## config.mk

```make
export PLATFORM = sky130hd
export DESIGN_NAME = input_event_arbiter
export DESIGN_NICKNAME = d
export VERILOG_FILES = /design/src/rtl/input_event_arbiter.sv
export SDC_FILE = /design/constraint.sdc
export NUM_CORES = 1
export LEC_CHECK = 0
export CAP_MARGIN = 20
export CORE_ASPECT_RATIO = 0.5
export CORE_MARGIN = 2
export CORE_UTILIZATION = 35
export CTS_CLUSTER_DIAMETER = 100
export DETAILED_ROUTE_END_ITERATION = 8
export GPL_ROUTABILITY_DRIVEN = 0
export PLACE_DENSITY = 0.67
export SYNTH_ARGS = -nofsm -noshare
export SYNTH_HDL_FRONTEND = slang
export SYNTH_SLANG_ARGS = --single-unit
export TNS_END_PERCENT = 1
```

## constraint.sdc

```tcl
create_clock -name clk -period 7.7 [get_ports clk]
set_input_delay 0.77 -clock clk [delete_from_list [all_inputs] [get_ports clk]]
set_output_delay 0.77 -clock clk [all_outputs]
set_load 0.02 [all_outputs]
```

## src/rtl/input_event_arbiter.sv

```systemverilog
`default_nettype none
// ============================================================================
// input_event_arbiter: turns latched coin/buy/refund requests into one-hot,
// gap-spaced events. Priority is refund > buy > coin, round-robin within a group.
// Revision: 1.0
// ============================================================================
module input_event_arbiter #(
  parameter int GAP_CYCLES = 1,
  parameter int OVF_W      = 8
) (
  input  logic             clk,
  input  logic             reset_n,
  input  logic [3:0]       moneyin_req,
  input  logic [3:0]       buy_req,
  input  logic             refund_req,
  input  logic             fsm_ready,
  output logic [3:0]       moneyin_evt,
  output logic [3:0]       buy_evt,
  output logic             refund_evt,
  output logic [8:0]       pending,
  output logic             busy,
  output logic [OVF_W-1:0] ovf_cnt
);

  typedef enum logic [1:0] {
    IDLE  = 2'd0,
    ISSUE = 2'd1,
    GAP   = 2'd2
  } state_t;

  localparam int GAP_W = (GAP_CYCLES > 0) ? $clog2(GAP_CYCLES + 1) : 1;
  localparam int SUM_W = OVF_W + 4;
  localparam logic [OVF_W-1:0] OVF_MAX = '1;

  state_t           state;
  logic [GAP_W-1:0] gap_cnt;
  logic [1:0]       buy_ptr;
  logic [1:0]       moneyin_ptr;

  logic [8:0]       req_vec;
  logic [8:0]       grant_vec;
  logic [8:0]       drop_vec;
  logic [8:0]       pending_nxt;
  logic [3:0]       buy_pend;
  logic [3:0]       moneyin_pend;
  logic [1:0]       buy_idx;
  logic [1:0]       moneyin_idx;
  logic             buy_hit;
  logic             moneyin_hit;
  logic             grant_en;
  logic [3:0]       drop_num;
  logic [SUM_W-1:0] ovf_sum;
  logic [OVF_W-1:0] ovf_nxt;

  assign req_vec      = {refund_req, buy_req, moneyin_req};
  assign buy_pend     = pending[7:4];
  assign moneyin_pend = pending[3:0];

  // Scan from ptr+3 down to ptr so the candidate closest to the pointer wins.
  always_comb begin
    logic [1:0] cand;
    buy_hit     = 1'b0;
    buy_idx     = buy_ptr;
    moneyin_hit = 1'b0;
    moneyin_idx = moneyin_ptr;
    for (int k = 3; k >= 0; k--) begin
      cand = buy_ptr + 2'(k);
      if (buy_pend[cand]) begin
        buy_hit = 1'b1;
        buy_idx = cand;
      end
      cand = moneyin_ptr + 2'(k);
      if (moneyin_pend[cand]) begin
        moneyin_hit = 1'b1;
        moneyin_idx = cand;
      end
    end
  end

  always_comb begin
    grant_en  = (state == IDLE) && fsm_ready && (pending != 9'd0);
    grant_vec = '0;
    if (grant_en) begin
      if (pending[8]) begin
        grant_vec[8] = 1'b1;
      end else if (buy_hit) begin
        grant_vec[7:4] = 4'b0001 << buy_idx;
      end else if (moneyin_hit) begin
        grant_vec[3:0] = 4'b0001 << moneyin_idx;
      end
    end
  end

  // A request landing on an already-pending bit is a drop unless that bit is
  // being granted on the same edge, in which case it simply re-arms the bit.
  always_comb begin
    drop_vec    = req_vec & pending & ~grant_vec;
    pending_nxt = (pending & ~grant_vec) | req_vec;
    drop_num    = '0;
    for (int b = 0; b < 9; b++) begin
      drop_num = drop_num + 4'(drop_vec[b]);
    end
    ovf_sum = {4'b0000, ovf_cnt} + SUM_W'(drop_num);
    ovf_nxt = (ovf_sum > {4'b0000, OVF_MAX}) ? OVF_MAX : ovf_sum[OVF_W-1:0];
  end

  always_ff @(posedge clk or negedge reset_n) begin
    if (!reset_n) begin
      state       <= IDLE;
      gap_cnt     <= '0;
      buy_ptr     <= 2'd0;
      moneyin_ptr <= 2'd0;
      pending     <= '0;
      ovf_cnt     <= '0;
      busy        <= 1'b0;
      moneyin_evt <= '0;
      buy_evt     <= '0;
      refund_evt  <= 1'b0;
    end else begin
      pending <= pending_nxt;
      ovf_cnt <= ovf_nxt;
      case (state)
        IDLE: begin
          if (grant_en) begin
            refund_evt  <= grant_vec[8];
            buy_evt     <= grant_vec[7:4];
            moneyin_evt <= grant_vec[3:0];
            if (!pending[8]) begin
              if (buy_hit) begin
                buy_ptr <= buy_idx + 2'd1;
              end else begin
                moneyin_ptr <= moneyin_idx + 2'd1;
              end
            end
            busy  <= 1'b1;
            state <= ISSUE;
          end
        end
        ISSUE: begin
          refund_evt  <= 1'b0;
          buy_evt     <= '0;
          moneyin_evt <= '0;
          if (GAP_CYCLES == 0) begin
            busy  <= 1'b0;
            state <= IDLE;
          end else begin
            gap_cnt <= GAP_W'(GAP_CYCLES);
            state   <= GAP;
          end
        end
        GAP: begin
          gap_cnt <= gap_cnt - GAP_W'(1);
          if (gap_cnt == GAP_W'(1)) begin
            busy  <= 1'b0;
            state <= IDLE;
          end
        end
        default: begin
          busy  <= 1'b0;
          state <= IDLE;
        end
      endcase
    end
  end

endmodule
`default_nettype wire

```

# [Word level (Yosys, flattened, before mapping)]
# Cells that the tools add are included.
[totals] wordCells=114 memories=0 mem_bits_rw=0 inputBits=12 latchBits=0 romBits=0 register_bits=34
[op_classes] n_addsub=18 n_reduce_logical=11 mul=0 div=0 bitwise_logic=8 magnitude_cmp=9 n_eq_ne=4 mux=52 n_shift=2
[ops] cell="AND 9 bit" n=3
[ops] cell="less-than comparator 2 x 3 -> 1 bit (second input constant)" n=8
[ops] cell="adder 4 x 1 -> 4 bit" n=5
[ops] cell="two-way mux 1 bit" n=20
[ops] cell="two-way mux 2 bit" n=10
[ops] cell="two-way mux 4 bit" n=5
[ops] cell="binary-select mux 1 bit (select 2 bit)" n=8
[ops] cell="two-way mux 8 bit" n=2
[ops] cell="one-hot mux 4 bit (2 select lines)" n=2
[ops] cell="adder 8 x 4 -> 9 bit" n=1
[ops] cell="> comparator 9 x 8 -> 1 bit (second input constant)" n=1
[ops] cell="two-way mux 9 bit" n=1
[ops] cell="inverter 9 bit" n=1
[ops] cell="bitwise OR 9 bit" n=1
[ops] cell="nonzero test 9 bit" n=1
[ops] cell="adder 2 x 1 -> 2 bit (second input constant)" n=4
[ops] cell="adder 2 bit (second input constant)" n=4
[ops] cell="AND reduction 4 bit" n=2
[ops] cell="left shift 1 x 2 -> 4 bit (first input constant)" n=2
[ops] cell="one-hot mux 2 bit (3 select lines)" n=1
[ops] cell="adder 3 x 1 -> 4 bit" n=1
[ops] cell="inequality test 2 bit (second input constant)" n=2
[ops] cell="one-hot mux 1 bit (2 select lines)" n=2
[ops] cell="AND reduction 2 bit" n=2
[ops] cell="other kinds (11)" n=15

# [Logic depth before layout (Yosys ltp)]
[depth] depth_word=25 ltp_mapped=19 depth_no_buf=18

# [Least setup slack after synthesis]
# OpenSTA, ideal clock, no wires.
[synth_timing] path_type="register to register" from="register pending[1]" to="register ovf_cnt[6]" n_path_buf=1 path_stages_with_launch=20 t_arrival_ns=4.587 path_slack_ns=2.962 required_time_ns=7.549 period_less_slack_ns=4.738 path_cell_list="dfrtp_1 -> clkbuf_1 -> nor2_1 -> a221o_1 -> o22a_1 -> inv_1 -> ha_1 -> nand2_1 -> and3_1 -> fa_1 -> inv_1 -> fa_1 -> inv_1 -> fa_1 -> ha_1 -> fa_1 -> a21o_1 -> a21o_1 -> a31oi_1 -> a41oi_1"
[synth_via] elab_chain_cells=24 word_cells_on_any_way=37 cone_classes="add/sub (9); order compare (1); shift (1); mux (21); bitwise (3); reduce/logical (2)"
[synth_rtl] item="start: declaration" line_no="20" source="output logic [8:0] pending,"
[synth_rtl] item="start signal: assignment" line_no="120" source="pending <= pending_nxt;"
[synth_rtl] item="binary-select mux 1 bit (select 2 bit)" line_no="73" source="if (moneyin_pend[cand]) begin"
[synth_rtl] item="two-way mux 1 bit (not written as such)" line_no="73"
[synth_rtl] item="two-way mux 2 bit (4 in a row)" line_no="73"
[synth_rtl] item="left shift 1 x 2 -> 4 bit" line_no="89" source="grant_vec[3:0] = 4'b0001 << moneyin_idx;"
[synth_rtl] item="two-way mux 4 bit" line_no="88" source="end else if (moneyin_hit) begin"
[synth_rtl] item="two-way mux 4 bit" line_no="86" source="end else if (buy_hit) begin"
[synth_rtl] item="two-way mux 8 bit" line_no="84" source="if (pending[8]) begin"
[synth_rtl] item="two-way mux 9 bit" line_no="83" source="if (grant_en) begin"
[synth_rtl] item="(+3 left out)"
[synth_rtl] item="adder 2 x 1 -> 3 bit" line_no="101" source="drop_num = drop_num + 4'(drop_vec[b]);"
[synth_rtl] item="adder 3 x 1 -> 4 bit" line_no="101"
[synth_rtl] item="adder 4 x 1 -> 4 bit (4 in a row)" line_no="101"
[synth_rtl] item="adder 4 x 1 -> 4 bit (*)" line_no="101"
[synth_rtl] item="adder 8 x 4 -> 9 bit (*)" line_no="103" source="ovf_sum = {4'b0000, ovf_cnt} + SUM_W'(drop_num);"
[synth_rtl] item="> comparator 9 x 8 -> 1 bit" line_no="104" source="ovf_nxt = (ovf_sum > {4'b0000, OVF_MAX}) ? OVF_MAX : ovf_sum[OVF_W-1:0];"
[synth_rtl] item="two-way mux 8 bit (*)" line_no="104"
[synth_rtl] item="via ovf_nxt[6]" line_no="53" source="logic [OVF_W-1:0] ovf_nxt;"
[synth_rtl] item="end signal: assignment" line_no="121" source="ovf_cnt <= ovf_nxt;"
[synth_rtl] item="end: declaration" line_no="22" source="output logic [OVF_W-1:0] ovf_cnt"
# The timed path passes the listed nets; every way through them passes the cells marked *. The select of a mux whose other input is x is not followed.
# A chain may end at the register's enable or synchronous reset.

# [Worst setup path after layout]
[layout_timing] from="input fsm_ready" to="register ovf_cnt[3]"
[layout_via] elab_chain_cells=16
[layout_rtl] item="start: declaration" line_no="16" source="input logic fsm_ready,"
[layout_rtl] item="logical AND 1 bit (*) (2 in a row)" line_no="81" source="grant_en = (state == IDLE) && fsm_ready && (pending != 9'd0);"
[layout_rtl] item="two-way mux 9 bit (*)" line_no="83"
[layout_rtl] item="inverter 9 bit (*)" line_no="97" source="drop_vec = req_vec & pending & ~grant_vec;"
[layout_rtl] item="AND 9 bit (*)" line_no="97"
[layout_rtl] item="adder 1 x 1 -> 2 bit" line_no="101"
[layout_rtl] item="adder 2 x 1 -> 3 bit" line_no="101"
[layout_rtl] item="adder 3 x 1 -> 4 bit" line_no="101"
[layout_rtl] item="adder 4 x 1 -> 4 bit (4 in a row)" line_no="101"
[layout_rtl] item="adder 4 x 1 -> 4 bit (*)" line_no="101"
[layout_rtl] item="adder 8 x 4 -> 9 bit (*)" line_no="103"
[layout_rtl] item="> comparator 9 x 8 -> 1 bit" line_no="104"
[layout_rtl] item="two-way mux 8 bit (*)" line_no="104"
[layout_rtl] item="via ovf_nxt[3]" line_no="53"
# The timed path passes the listed nets; every way through them passes the cells marked *.

==> results by group <==
Hold path
  – Worst hold path class: flop to flop
  – WHS Endpoint: buy_evt[2]
  – Worst Hold Depth: 1
  – Worst hold start: buy_evt[2]

STA
  – Final setup fails: 0
  – Highest clock rate: approximately 190 MHz
  – TNS Setup: 0 ns
  – RSZ-0062 raised after global routing: no
  – Slew Limit Fails: 0
  – Rel. slew slack: between 50 and 60%
  – Part of the cycle the worst path needs: between 60% and 70%
  – Slew @ Worst Pin: approximately 0.73 ns
  – Skew final: between 0.002 and 0.003 ns
  – Final Hold Violating Endpoints: 0
  – Final min period: between 5 and 6 ns

Worst setup path
  – Worst Setup End Kind: flop
  – Worst R2R End: ovf_cnt[3]
  – RR Startpoint: pending[5]
  – CP delay by family, top: adder cells
  – Largest stage delay, worst path: 0.53 ns
  – Buf+Inv Stages, Crit Path: 3
  – Worst Path Max Fanout: 7
  – Worst Path Arrival: 5.36 ns
  – Worst path slowest cell: fa_1
  – Worst path required time: 7.84 ns
  – Sequence of cells on the critical path: clkdlybuf4s50_1, nand2_1, nor4_2, nand2_1, and3_1, fa_1, inv_1, fa_1, inv_1, fa_1, ha_1, fa_1, a21o_1, a21o_1, nand2_1, o21ai_0
  – Setup crit start: fsm_ready
  – Reg2reg path depth: 15
  – Type of origin of the critical path: input port
  – Cell repeated most along the worst path: fa_1
  – FF-to-FF setup slack: about 2.6 ns
  – Critical path class: input port to flop

Pwr
  – Sw Ratio: a little over 40%
  – Tot Pwr: 1.01 mW
  – Clk pwr share: approximately 19%
  – Power per standard cell area: 383 nW/µm²
  – Comb power frac: between 50 and 60%
  – P_leak: about 1.1 nW
  – Maximum vdd drop: approximately 0.00018 V
  – Sequential power share: a little over a quarter
  – Net Sw Power: ~0.41 mW
  – Pint: ~0.6 mW

Die
  – Die X: around 110 µm
  – Die ar.: about 6500 µm²
  – Initial core utilization: between 30% and 40%
  – CORE AREA: about 5500 µm²
  – # IOs: 39
  – # rows: 19
  – Chip height: 57.9 µm

Synthesis
  – Post-synth top flop: dfrtp_1
  – Synthesized area: just over 2000 µm²
  – Yosys warns: 0
  – Async SR Flop Fraction: 100%
  – Synth Net Count: between 200 and 250
  – EDFF count, synth: 0
  – Syn Inst Count: approximately 190
  – Yosys cell types: 46
  – Syn avg cell area: ~10 µm²
  – Register area share after synthesis: a little over two fifths
  – Yosys reg bits: 34

Route
  – Routed WL: 4420 µm
  – DR DRC count: 0
  – WL/cell: between 10 and 15 µm
  – First DRT Iteration DRCs: 64
  – Antenna-violating nets left: 0
  – Detailed-route via count: around 1600
  – Drt first pass iters: 4
  – Mean number of vias per cell: ~5.2

CTS
  – Clk buf depth: 2
  – CTS Root Cell: clkbuf_16
  – CTS tree: built
  – Post-CTS setup buffer count: 0
  – Total CTS buffers: 5
  – TritonCTS Sinks: 34
  – H-tree depth: 2
  – Clk_lat worst skew: 0.27 ns
  – Hold Buf Count CTS: 0
  – Clock Pin Slew Worst Setup and Hold Paths: 0.05 ns
  – CTS resizes: 0

Layout
  – Final net count: 272
  – Share of layout cells above drive strength 1: a little over a tenth
  – Layout area overhead: 29.8%
  – Reg area: about 850 µm²
  – Fillers: 528
  – Antenna diodes: 0
  – Multi-input gate area: 1110 µm²

GRT
  – Vias in the first global route: 1617
  – First-pass GRT wire length: 7600 µm
  – Largest net degree at the start of global routing: 35
  – Initial antenna violation count: 0
  – GR Overflow Total: 0
  – Total track usage: between 10% and 20%

Place
  – PortBufs: 38
  – DP HPWL: about 3400 µm

Outcome
  – Status: finished, final reports clean

Job
  – MaxCap Viol Count: 0
stage by stage:
stage          instance area, µm²  std cells  util [%]  worst slack (ns)  hold slack, ns
3_5_place_dp                 2500        303      45.2              2.17           0.496
2_1_floorplan                2030        194         -              2.96           0.474
3_3_place_gp                 2500        303      45.2              2.36           0.494
4_1_cts                      2640        309      47.7              2.47           0.511
6_report                     2640        309      47.7              2.48           0.505
5_1_grt                      2640        309      47.7              2.15           0.539
synthesized netlist by cell type (2+ instances only):
cell / count / area share (%)
dfrtp_1: 34 / 42
ha_1: 17 / 10
inv_1: 17 / 3.1
nand2_1: 14 / 2.6
o21ai_0: 9 / 2.2
a21o_1: 8 / 3.0
nor2_1: 8 / 1.5
a21oi_1: 7 / 1.7
nor2b_1: 7 / 2.2
fa_1: 6 / 5.9
and3_1: 5 / 1.5
a22o_1: 4 / 1.7
a22o_2: 4 / 2.0
mux2_2: 3 / 1.7
nand2b_1: 3 / 0.92
nor3_1: 3 / 0.74
nor4_1: 3 / 0.92
o21a_1: 3 / 1.1
o22ai_1: 3 / 0.92
or2_2: 3 / 0.92
a211oi_1: 2 / 0.74
a21boi_0: 2 / 0.74
a31oi_1: 2 / 0.61
a41oi_1: 2 / 0.86
clkbuf_1: 2 / 0.37
nand3_1: 2 / 0.49
or4_4: 2 / 1.1
layer usage:
| metal | part of all wire (%) | vias to the layer above | GRT usage, % |
|---|---|---|---|
| li1 | - | 787 | - |
| met1 | 48 | 805 | 19.4 |
| met2 | 49 | 14 | 25.5 |
| met3 | 2.3 | 7 | 3.45 |
| met4 | 1.4 | 0 | 5.29 |
| met5 | 0 | - | 0 |
sequential cells by signal, indices dropped and copies added, names as in the netlist:
name,count
buy_evt,4
buy_ptr,2
moneyin_evt,4
ovf_cnt,8
state,2
gap_cnt,1
moneyin_ptr,2
pending,9
refund_evt,1
busy,1
cell families after synthesis:
group	count (synthesis)	synth area share [%]
buf+inv	20	3.75
flops	34	41.8
mux	3	1.66
xor+xnor	1	0.431
simple gates	54	14.8
compound gates	59	21.2
fa+ha+maj	23	16.4
power groups by stage:
stage | registers [mW] | clock network, mW | logic [mW]
finish | 0.273 | 0.195 | 0.544
global route | 0.283 | 0.207 | 0.613
CTS | 0.274 | 0.199 | 0.548
detailed placement | 0.277 | 0 | 0.542
global placement | 0.274 | 0 | 0.528
floorplan | 0.305 | 0 | 0.352
layout by cell type (no fill, tap or decap), drive strengths merged, types with 2 or more instances in the layout:
master          n
fa              6
a41oi           2
a22o            8
nand3           2
a21o            9
a21oi           7
dfrtp          34
mux2            3
nor2            9
inv            17
nand2b          3
nor4            4
o21ai           9
ha             17
clkbuf          6
a31oi           2
o21a            3
or2             3
nor2b           7
and3            6
o22ai           3
a211oi          2
a21boi          3
nor3            3
or4             2
nand2          14
clkdlybuf4s50  38
worst max-delay path by stage:
stage | slack (ns) | endpoint | depth (start not counted)
2_1_floorplan | 2.96 | ovf_cnt[6] | 19
3_3_place_gp | 2.36 | ovf_cnt[5] | 16
4_1_cts | 2.47 | ovf_cnt[3] | 16
5_1_grt | 2.15 | ovf_cnt[3] | 16
3_5_place_dp | 2.17 | ovf_cnt[3] | 16
6_report | 2.48 | ovf_cnt[3] | 16
final cells by class:
class                           count  share of cell area, %
Tap cell                           73                   3.46
Timing Repair Buffer               39                   14.7
Clock buffer                        6                   5.26
Multi-Input combinational cell    140                   41.9
Inverter                           17                   2.42
Sequential cell                    34                   32.2
(Power assumes the default switching activity.)
